<file path="config.mk">
export PLATFORM = sky130hd
export DESIGN_NAME = instruction_fetch_unit
export DESIGN_NICKNAME = d
export VERILOG_FILES = /design/src/rtl/isa_pkg.sv /design/src/rtl/imem_array.sv /design/src/rtl/instruction_fetch_unit.sv
export SDC_FILE = /design/constraint.sdc
export NUM_CORES = 1
export LEC_CHECK = 0
export CORE_ASPECT_RATIO = 0.75
export CORE_MARGIN = 2
export CORE_UTILIZATION = 50
export CTS_BUF_LIST = sky130_fd_sc_hd__clkbuf_4 sky130_fd_sc_hd__clkbuf_8 sky130_fd_sc_hd__clkbuf_16
export CTS_CLUSTER_SIZE = 28
export DETAILED_ROUTE_END_ITERATION = 10
export PLACE_DENSITY = 0.68
export SLEW_MARGIN = 20
export SYNTH_ARGS = -nofsm -noshare
export SYNTH_HDL_FRONTEND = slang
export SYNTH_SLANG_ARGS = --single-unit
</file>
<file path="constraint.sdc">
create_clock -name clk -period 7.4 [get_ports clk]
set_input_delay 1.11 -clock clk [delete_from_list [all_inputs] [get_ports clk]]
set_output_delay 1.11 -clock clk [all_outputs]
set_load 0.03 [all_outputs]
</file>
<file path="src/rtl/isa_pkg.sv">
// Shared ISA constants, opcodes and fetch FSM encoding.
// Imported by the fetch front end and its instruction store.
package isa_pkg;

    localparam int DEPTH  = 32;
    localparam int ADDR_W = 5;

    localparam logic [31:0] NOP_WORD = 32'hF800_0000;
    localparam logic [31:0] END_WORD = 32'hFFFF_FFFF;

    localparam logic [4:0] OP_ADDI = 5'd1;
    localparam logic [4:0] OP_J    = 5'd16;
    localparam logic [4:0] OP_NOP  = 5'd31;

    typedef logic [1:0] state_t;

    localparam state_t IDLE = 2'd0;
    localparam state_t RUN  = 2'd1;
    localparam state_t HALT = 2'd2;

    function automatic logic [4:0] opcode(input logic [31:0] w);
        return w[31:27];
    endfunction

endpackage

</file>
<file path="src/rtl/imem_array.sv">
// Instruction store: one synchronous write port, one async read.
// Contents survive reset so a loaded program can be re-run.
module imem_array #(
    parameter int DEPTH  = 32,
    parameter int ADDR_W = 5
) (
    input  logic              clk,
    input  logic              we,
    input  logic [ADDR_W-1:0] waddr,
    input  logic [31:0]       wdata,
    input  logic [ADDR_W-1:0] raddr,
    output logic [31:0]       rdata
);

    logic [31:0] mem [DEPTH];

    // program-load write, no reset on the storage
    always_ff @(posedge clk) begin
        if (we) begin
            mem[waddr] <= wdata;
        end
    end

    assign rdata = mem[raddr];

endmodule

</file>
<file path="src/rtl/instruction_fetch_unit.sv">
// Fetch front end: PC, Instruct register, run/halt FSM, issue count.
// Next address comes back from decode on NEWPC each cycle.
import isa_pkg::*;

module instruction_fetch_unit #(
    parameter int DEPTH  = isa_pkg::DEPTH,
    parameter int ADDR_W = isa_pkg::ADDR_W
) (
    input  logic              clk,
    input  logic              rst_n,
    input  logic              load_en,
    input  logic [ADDR_W-1:0] load_addr,
    input  logic [31:0]       load_data,
    input  logic              start,
    input  logic              stall,
    input  logic [31:0]       NEWPC,
    output logic [31:0]       Instruct,
    output logic [31:0]       Pc,
    output logic              running,
    output logic              halted,
    output logic              fault,
    output logic [31:0]       fetch_cnt
);

    state_t            state;
    logic              wr_en;
    logic              in_range;
    logic [ADDR_W-1:0] rd_addr;
    logic [31:0]       rd_data;
    logic [31:0]       start_word;

    // loads are only accepted while the fetch loop is stopped
    assign wr_en    = load_en && (state != RUN);
    assign in_range = NEWPC < 32'(DEPTH);
    assign rd_addr  = (state == RUN) ? NEWPC[ADDR_W-1:0] : '0;

    // a load to word 0 on the start edge must be seen by that fetch
    assign start_word = (wr_en && load_addr == '0) ? load_data : rd_data;

    imem_array #(
        .DEPTH (DEPTH),
        .ADDR_W(ADDR_W)
    ) u_imem (
        .clk  (clk),
        .we   (wr_en),
        .waddr(load_addr),
        .wdata(load_data),
        .raddr(rd_addr),
        .rdata(rd_data)
    );

    // fetch FSM with PC, instruction and issue-count registers
    always_ff @(posedge clk or negedge rst_n) begin
        if (!rst_n) begin
            state     <= IDLE;
            Instruct  <= NOP_WORD;
            Pc        <= '0;
            fault     <= 1'b0;
            fetch_cnt <= '0;
        end else begin
            case (state)
                IDLE, HALT: begin
                    if (start) begin
                        state     <= RUN;
                        Pc        <= '0;
                        Instruct  <= start_word;
                        fetch_cnt <= 32'd1;
                        fault     <= 1'b0;
                    end
                end
                RUN: begin
                    if (!stall) begin
                        if (Instruct == END_WORD) begin
                            state    <= HALT;
                            Instruct <= NOP_WORD;
                        end else if (!in_range) begin
                            state    <= HALT;
                            fault    <= 1'b1;
                            Instruct <= NOP_WORD;
                            Pc       <= NEWPC;
                        end else begin
                            Pc        <= NEWPC;
                            Instruct  <= rd_data;
                            fetch_cnt <= fetch_cnt + 32'd1;
                        end
                    end
                end
                default: begin
                    state    <= IDLE;
                    Instruct <= NOP_WORD;
                end
            endcase
        end
    end

    assign running = (state == RUN);
    assign halted  = (state == HALT);

endmodule

</file>
== Yosys cells after proc, flatten, opt, wreduce, memory -nomap -nowiden ==
Memory sizes are Yosys's and may differ from the RTL's.
Index checks and enable logic that the tools add are counted.

* Reduce and logical (&&, ||, !) cells: 11
* Multiplexer cells: 28
* $lt $le $gt $ge: 1
* Eq/ne operators: 10
* Add/sub/neg operators: 1

{| class="wikitable"
|+ Operators with widths
! operator !! count
|-
| $mux 32 || 12
|-
| $pmux 32 s2 || 3
|-
| $add 32x1->32 const B || 1
|-
| $eq 32x32->1 const B || 1
|-
| $lt 32x6->1 const B || 1
|-
| $reduce_and 5->1 || 2
|-
| $mux 2 || 4
|-
| $ne 2x2->1 const B || 4
|-
| $mux 1 || 6
|-
| $logic_not 5->1 || 1
|-
| $mux 5 || 1
|-
| $ne 2x1->1 const B || 2
|-
| $pmux 2 s2 || 1
|-
| $reduce_and 4->1 || 1
|-
| $ne 3x2->1 const B || 1
|-
| $reduce_and 3->1 || 1
|-
| $eq 2x1->1 const B || 1
|-
| $eq 2x2->1 const B || 1
|-
| $logic_and 1x1->1 || 2
|-
| $logic_not 2->1 || 1
|-
| $pmux 1 s2 || 1
|-
| $reduce_and 2->1 || 1
|-
| $reduce_bool 2->1 || 1
|-
| $reduce_or 2->1 || 1
|}

* Memories: 1
* Output and inout bits: 99
* Word-level logic and storage cells: 57
* Register bits: 99
* Bits in writable memories: 1024

{| class="wikitable"
|+ Memories
! name !! depth !! bits a word !! rd ports !! clocked after Yosys merged registers in !! wr ports !! line !! source
|-
| u_imem.mem || 32 || 32 || 1 || 0 || 1 || imem_array.sv:15 || <nowiki>logic [31:0] mem [DEPTH];</nowiki>
|}

== Longest topological paths before layout ==
Gate-level depths: netlist of run 1.
An unclocked memory read counts as a cell.

* Depth in word-level cells: 7
* Depth in mapped cells: 10
* Mapped depth without buffers: 8

== Hierarchy ==
From an unflattened synthesis of run 1, not the netlist that was laid out.

* Cells, all modules: 2723
* Area, all modules: 44719.1 sq um

{| class="wikitable"
|+ By module, submodules not included
! module !! area an instance (sq um) !! cells an instance !! instances !! seq. area each (sq um)
|-
| imem_array || 39844.5 || 2228 || 1 || 30749.5
|-
| instruction_fetch_unit || 4874.7 || 495 || 1 || 2483.6
|}

== Worst setup path after synthesis of run 1 ==
No wires, ideal clock.

* Path type: input -> register
* From: input port load_addr[1]
* To: memory u_imem.mem[12][0], enable pin
* Slack: 3826 ps
* Arrival: 3153 ps
* Cell stages on the path: 3
* Cells stage by stage: or4b_1 > buf_2 > nor2_1

{| class="wikitable"
|+ RTL lines
! item !! line !! source
|-
| start: declaration || instruction_fetch_unit.sv:12 || <nowiki>input logic [ADDR_W-1:0] load_addr,</nowiki>
|-
| end: declaration || imem_array.sv:15 ||
|}

No word-level cell before the write port.

== Final worst setup path of run 1 ==
* From: register state[1]
* To: register Instruct[10]

* Word-level cells in the longest chain between the ends: 7
* Elaborated cells between the ends (all ways): 18

{| class="wikitable"
|+ RTL lines
! item !! line !! source
|-
| start: declaration || instruction_fetch_unit.sv:25 || <nowiki>state_t state;</nowiki>
|-
| start signal: assignment || instruction_fetch_unit.sv:55 || <nowiki>state <= IDLE;</nowiki>
|-
| start signal: assignment || instruction_fetch_unit.sv:64 || <nowiki>state <= RUN;</nowiki>
|-
| start signal: assignment || instruction_fetch_unit.sv:74 || <nowiki>state <= HALT;</nowiki>
|-
| $eq 2x1->1 || instruction_fetch_unit.sv:35, instruction_fetch_unit.sv:61 ||
|-
| $mux 5 || instruction_fetch_unit.sv:35 || <nowiki>assign rd_addr = (state == RUN) ? NEWPC[ADDR_W-1:0] : '0;</nowiki>
|-
| $mem_v2 32x32 || - ||
|-
| $mux 32 || instruction_fetch_unit.sv:76 || <nowiki>end else if (!in_range) begin</nowiki>
|-
| $mux 32 || instruction_fetch_unit.sv:73 || <nowiki>if (Instruct == END_WORD) begin</nowiki>
|-
| $mux 32 || instruction_fetch_unit.sv:72 || <nowiki>if (!stall) begin</nowiki>
|-
| $pmux 32 s2 || instruction_fetch_unit.sv:61 || <nowiki>case (state)</nowiki>
|-
| end signal: assignment || instruction_fetch_unit.sv:66 || <nowiki>Instruct <= start_word;</nowiki>
|-
| end signal: assignment || instruction_fetch_unit.sv:83 || <nowiki>Instruct <= rd_data;</nowiki>
|-
| end: declaration || instruction_fetch_unit.sv:17 || <nowiki>output logic [31:0] Instruct,</nowiki>
|}

Parallel ways exist; a longest one is shown, timed or not. The select of a mux whose other input is x is not followed.
A chain may end at the register's enable or synchronous reset.

==> impl_metrics.py, run 1 <==
metrics = {
    "outcome": {
        "status": "completed",
    },
    "logic_synthesis": {
        "yosysSeqAreaShare": 0.730,
        "post_synth_instance_area_um2": 45600,
        "ys_warn_count": 0,
        "synth-seq-cells": 1123,
        "syn_area_per_cell_um2": 15.5,
        "synth.distinct_cells": 83,
        "async_flop_share": 0.0882,
        "netlist_instances": 2933,
        "synth_nets": 3008,
        "synth_edf_count": 1024,
        "synthFlopType": "edfxtp_1",
    },
    "power": {
        "p_comb_frac": 0.136,
        "irDropWorstVdd_mv": 0.206,
        "powerDensity_nw_per_um2": 283,
        "p_seq_frac": 0.490,
        "clkPwrFrac": 0.373,
        "p_leak_nw": 17.7,
        "total_power_mw": 14.9,
        "switching_share": 0.262,
        "switchingPower_mw": 3.89,
        "cellInternalPower_mw": 11.0,
    },
    "floorplan": {
        "chipHeight_um": 265,
        "initial_utilization": 0.506,
        "fp.coreArea_um2": 90000,
        "io_pins": 173,
        "die_w_um": 353,
        "die_area_um2": 93600,
        "rows": 95,
    },
    "clock_tree": {
        "cts_num_sinks": 1123,
        "cts-root-buf": "clkbuf_16",
        "cts_resized": 0,
        "cts.hold.buffers_added": 0,
        "htree_levels": 3,
        "numCtsBuffers": 102,
        "clock_path_buffers": 3,
        "cts_tree": "done",
        "clkLatencyLatePin_ps": 680,
        "path_clk_slew_ps": 70,
        "cts_setup_buffers": 0,
    },
    "place": {
        "dp_hpwl_um": 71100,
        "place_area_um2": 49000,
        "port_buffers": 172,
        "place_congestion": 0.913,
        "pre_cts_ws_ps": 2940,
    },
    "drt": {
        "routedWlPerCell_um": 29.8,
        "viasPerCell": 6.51,
        "dr_total_vias": 28600,
        "drc": 0,
        "first_pass_iters": 6,
        "wl_um": 131000,
        "ant_nets": 0,
        "drt_iter0_markers": 4169,
    },
    "worst_setup_path": {
        "max_stage_delay_ps": 900,
        "start_kind": "flip-flop",
        "crit-reg2reg-launch": "state[1]$_DFFE_PN0P_",
        "cp.required_ps": 7980,
        "crit_fanout": 25,
        "cp_slowest_cell": "nor2_2",
        "critPathLaunch": "state[1]$_DFFE_PN0P_",
        "crit_type": "reg -> reg",
        "endpoint_kind": "flip-flop",
        "worstPathCellList": "nand2b_2, inv_4, or4b_1, or2_1, buf_4, nor2_2, a21boi_0, a32oi_1",
        "arrival_ps": 5020,
    },
    "sta": {
        "slew_headroom": 0.210,
        "skew_ps": 26.9,
        "worstMarginPinSlew_ps": 1180,
        "min_period_ps": 4440,
        "setup_viol": 0,
        "rsz0062_at_grt": "false",
        "fin_crit_sh": 0.600,
        "worst_slack_ps": 2960,
        "hold_violations": 0,
        "fmaxAchievable_mhz": 225,
        "fin_setup_tns_ps": 0,
        "maxSlewViolCount": 0,
    },
    "grt": {
        "grt_overflow": 0,
        "first_global_vias": 28100,
        "grt_pass1_wl_um": 190000,
        "grt_use_total": 0.277,
        "grt_max_degree": 140,
        "antenna_found_initial": 4,
    },
    "hold_path": {
        "hold_path_class": "in -> async",
    },
    "cells_and_area": {
        "multiInputGateArea_um2": 11500,
        "final_net_count": 3173,
        "nFillCells": 6674,
        "drive_gt1_frac": 0.143,
        "ff_latch_area_um2": 33200,
        "final_area_um2": 52500,
        "antenna_cells": 0,
        "area_growth_pct": 15.3,
    },
    "run": {
        "cap_violations": 0,
    },
}
## final cells by class
cell class              count  area share
inverters                  55     0.00400
flip-flops and latches   1123       0.633
multi-input cells        1547       0.219
repair buffers            269      0.0477
clock inverters            69      0.0136
clock buffers             124      0.0539
well taps                1212      0.0289
## metrics by stage
stage          hold WS [ps]  utilization  std cells
3_5_place_dp            480        0.544       4205
6_report                442        0.584       4399
3_3_place_gp            467        0.544       4205
5_1_grt                 439        0.584       4399
2_1_floorplan           574            -       2933
4_1_cts                 411        0.584       4398
## cell usage after synthesis, types with 37 or more instances
cell type / instances / area share
inv_1: 53 / 0.0044
o22ai_1: 38 / 0.0052
nor2_1: 145 / 0.012
a31oi_1: 45 / 0.0062
a21oi_1: 114 / 0.013
clkbuf_1: 116 / 0.0096
o211ai_1: 58 / 0.0096
buf_1: 44 / 0.0036
nand2_1: 180 / 0.015
mux2i_1: 250 / 0.055
o21ai_0: 83 / 0.0091
dfrtp_1: 94 / 0.052
buf_2: 43 / 0.0047
a2bb2oi_1: 37 / 0.0071
a211oi_1: 68 / 0.011
edfxtp_1: 1024 / 0.68
## worst paths after layout
| path | slack, ps | cells after the start | to |
|---|---|---|---|
| setup / recovery | 2960 | 8 | Instruct[10]$_DFFE_PN0P_ |
| hold / removal | 440 | 1 | Pc[10]$_DFFE_PN0P_ |
| setup reg to reg | 2960 | 8 | Instruct[10]$_DFFE_PN0P_ |
| hold reg to reg | 490 | 2 | Pc[1]$_DFFE_PN0P_ |
| max in group asynchronous | 5500 | 2 | state[0]$_DFFE_PN0P_ |
| min in group clk | 490 | 2 | Pc[1]$_DFFE_PN0P_ |
## layout by cell type (no fill, tap or decap), types with 37 or more instances in the layout
| cell type | n |
|---|---|
| inv_1 | 52 |
| edfxtp_1 | 1024 |
| a31oi_1 | 45 |
| o21ai_0 | 82 |
| nor2_1 | 114 |
| a211oi_1 | 68 |
| nand2_1 | 179 |
| mux2i_1 | 250 |
| o211ai_1 | 58 |
| clkdlybuf4s50_1 | 165 |
| a2bb2oi_1 | 37 |
| o22ai_1 | 38 |
| a21oi_1 | 114 |
| clkbuf_16 | 105 |
| dfrtp_1 | 93 |
| buf_4 | 93 |
## sequential cells by signal, indices dropped and copies added, names as in the netlist
name        count
fetch_cnt      32
fault           1
u_imem.mem   1024
Instruct       32
Pc             32
state           2
## power groups by stage
stage               Combinational, mW  Sequential [mW]  Clock [mW]
floorplan                       0.905             7.52           0
global placement                 1.95             7.41           0
detailed placement               1.98             7.41           0
CTS                              1.99             7.28        5.59
global route                     2.12             7.29        5.85
finish                           2.03             7.29        5.55
## cells by family after synthesis
group | share of synthesized area
flops | 0.730
xor+xnor | 0.000577
fa+ha+maj | 0.000275
compound gates | 0.112
buf+inv | 0.0235
mux | 0.0757
simple gates | 0.0584
## critical path: cells and delay by family (launching register included)
family | cells | cell delay [ps]
AO/OA/AOI/OAI | 2 | 560
buffers and inverters | 2 | 540
AND/OR/NAND/NOR | 4 | 2590
flip-flops | 1 | 610
## metal layers
| metal | part of all wire | GRT usage | up-vias |
|---|---|---|---|
| met1 | 0.40 | 0.398 | 14400 |
| met3 | 0.12 | 0.0683 | 255 |
| met2 | 0.45 | 0.418 | 1894 |
| li1 | - | - | 12000 |
| met4 | 0.032 | 0.0888 | 2 |
| met5 | 0.000099 | 0 | - |
(Power assumes the default switching activity.)
==> run 2, diff against run 1 <==
clock period = 4.5 ns   (was 7.4 ns; I/O delays follow)
==> impl_metrics.py, run 2 (synthesis gave the netlist of run 1 again) <==
metrics = {
    "outcome": {
        "status": "completed",
    },
    "clock_tree": {
        "cts_num_sinks": 1123,
        "htree_levels": 3,
        "path_clk_slew_ps": 70,
        "cts-root-buf": "clkbuf_16",
        "cts_tree": "done",
        "numCtsBuffers": 104,
        "clkLatencyLatePin_ps": 690,
        "clock_path_buffers": 3,
        "cts_resized": 0,
    },
    "power": {
        "irDropWorstVdd_mv": 0.308,
        "clkPwrFrac": 0.372,
        "p_seq_frac": 0.490,
        "cellInternalPower_mw": 18.1,
        "switching_share": 0.261,
        "p_comb_frac": 0.138,
        "switchingPower_mw": 6.37,
        "p_leak_nw": 17.9,
        "powerDensity_nw_per_um2": 462,
    },
    "worst_setup_path": {
        "critPathLaunch": "state[1]$_DFFE_PN0P_",
        "crit_type": "reg -> out",
        "crit_fanout": 25,
        "arrival_ps": 2780,
        "endpoint_kind": "primary output",
        "crit-reg2reg-launch": "state[0]$_DFFE_PN0P_",
        "cp.required_ps": 3830,
        "start_kind": "flip-flop",
    },
    "grt": {
        "grt_use_met1": 0.402,
        "grt_max_degree": 121,
        "use_met2": 0.417,
        "grt_overflow": 0,
        "grt_use_total": 0.278,
        "grt_pass1_wl_um": 190000,
        "first_global_vias": 27800,
        "antenna_found_initial": 5,
        "grt_busiest_layer": "met2",
        "gr-usage-met3": 0.0666,
    },
    "place": {
        "port_buffers": 172,
        "dp_cells": 4234,
        "pre_cts_ws_ps": 847,
        "dp_hpwl_um": 78800,
        "place_congestion": 0.931,
        "place_area_um2": 49400,
    },
    "sta": {
        "slew_headroom": 0.262,
        "hold_violations": 0,
        "fin_setup_tns_ps": 0,
        "fmaxAchievable_mhz": 289,
        "worst_slack_ps": 1040,
        "worstMarginPinSlew_ps": 1100,
        "maxSlewViolCount": 0,
        "setup_viol": 0,
        "skew_ps": 22.8,
        "fin_crit_sh": 0.768,
        "min_period_ps": 3460,
        "rsz0062_at_grt": "false",
    },
    "floorplan": {
        "chipHeight_um": 265,
        "initial_utilization": 0.506,
        "fp.coreArea_um2": 90000,
        "die_w_um": 353,
        "io_pins": 173,
        "rows": 95,
        "die_area_um2": 93600,
    },
    "cells_and_area": {
        "largest_reg_flops": 1024,
        "area_growth_pct": 16.1,
        "antenna_cells": 0,
        "final_net_count": 3204,
        "nFillCells": 6730,
        "instances_no_fill": 4427,
        "utilization": 0.588,
        "final_common_cell": "edfxtp_1",
        "final_area_um2": 52900,
        "drive_gt1_frac": 0.156,
        "final_cell_mix": "edfxtp_1 (1,024), mux2i_1 (250), nand2_1 (179), clkdlybuf4s50_1 (151)",
        "max_flop_register": "u_imem.mem",
    },
    "hold_path": {
        "hold_path_class": "reg -> reg",
        "min_from": "Pc[2]$_DFFE_PN0P_",
    },
    "drt": {
        "routedWlPerCell_um": 29.8,
        "first_pass_iters": 6,
        "viasPerCell": 6.46,
        "wl_um": 132000,
        "drc": 0,
        "ant_nets": 0,
        "dr_total_vias": 28600,
        "drt_iter0_markers": 3789,
    },
    "run": {
        "cap_violations": 0,
    },
}
==> run 2: cell types whose count changed in the layout (fill, tap and decap cells not counted), sizes merged <==
cell,before,now
buf,104,146
clkbuf,124,142
clkdlybuf4s50,165,151
clkinv,47,35
bufinv,14,10
inv,58,55
dlygate4sd3,0,1
==> run 2: critical path: stages, from the launching register on <==
cell and delay [ps]:
dfrtp_1 360, buf_4 400, buf_4 390, nor2b_1 220, clkdlybuf4s50_1 690
==> run 2: per-layer routing <==
metal | share of wire | wire length [um]
met5 | 0.00022 | 29
met4 | 0.034 | 4500
met2 | 0.44 | 58300
met1 | 0.41 | 53700
met3 | 0.12 | 15400
==> run 2: power groups by stage <==
stage	registers, mW	clock network, mW	logic (mW)
floorplan	12.4	0	1.49
global placement	12.2	0	3.26
detailed placement	12.2	0	3.31
CTS	12.0	9.14	3.33
global route	12.0	9.54	3.53
finish	12.0	9.08	3.37
==> run 2: final cells by class <==
| type | instances | area (um^2) | area share |
|---|---|---|---|
| clock inverters | 50 | 514 | 0.00972 |
| well taps | 1212 | 1520 | 0.0287 |
| inverters | 55 | 210 | 0.00397 |
| clock buffers | 142 | 3020 | 0.0571 |
| flip-flops and latches | 1123 | 33200 | 0.628 |
| multi-input cells | 1547 | 11500 | 0.218 |
| repair buffers | 298 | 2880 | 0.0545 |
==> run 2: repair_timing <==
action | CTS | global route
hold buffers | 1 | 0
endpoints found under the setup margin | 0 | 0
hold endpoints to repair | 12 | 0
setup buffers | 0 | 0
==> run 2: final timing paths <==
check	slack [ps]	endpoint	cells after the start
setup / recovery	1040	halted	4
hold / removal	480	Pc[2]$_DFFE_PN0P_	2
setup reg to reg	1220	u_imem.mem[0][0]$_DFFE_PP_	6
hold reg to reg	480	Pc[2]$_DFFE_PN0P_	2
max in group asynchronous	3000	fetch_cnt[23]$_DFFE_PN0P_	3
min in group asynchronous	530	Pc[9]$_DFFE_PN0P_	2
==> run 2: per-stage QoR <==
stage               power (mW)  hold slack, ps
floorplan                 13.8             379
global placement          15.4             467
detailed placement        15.5             474
CTS                       24.4             489
global route              25.1             496
finish                    24.4             481
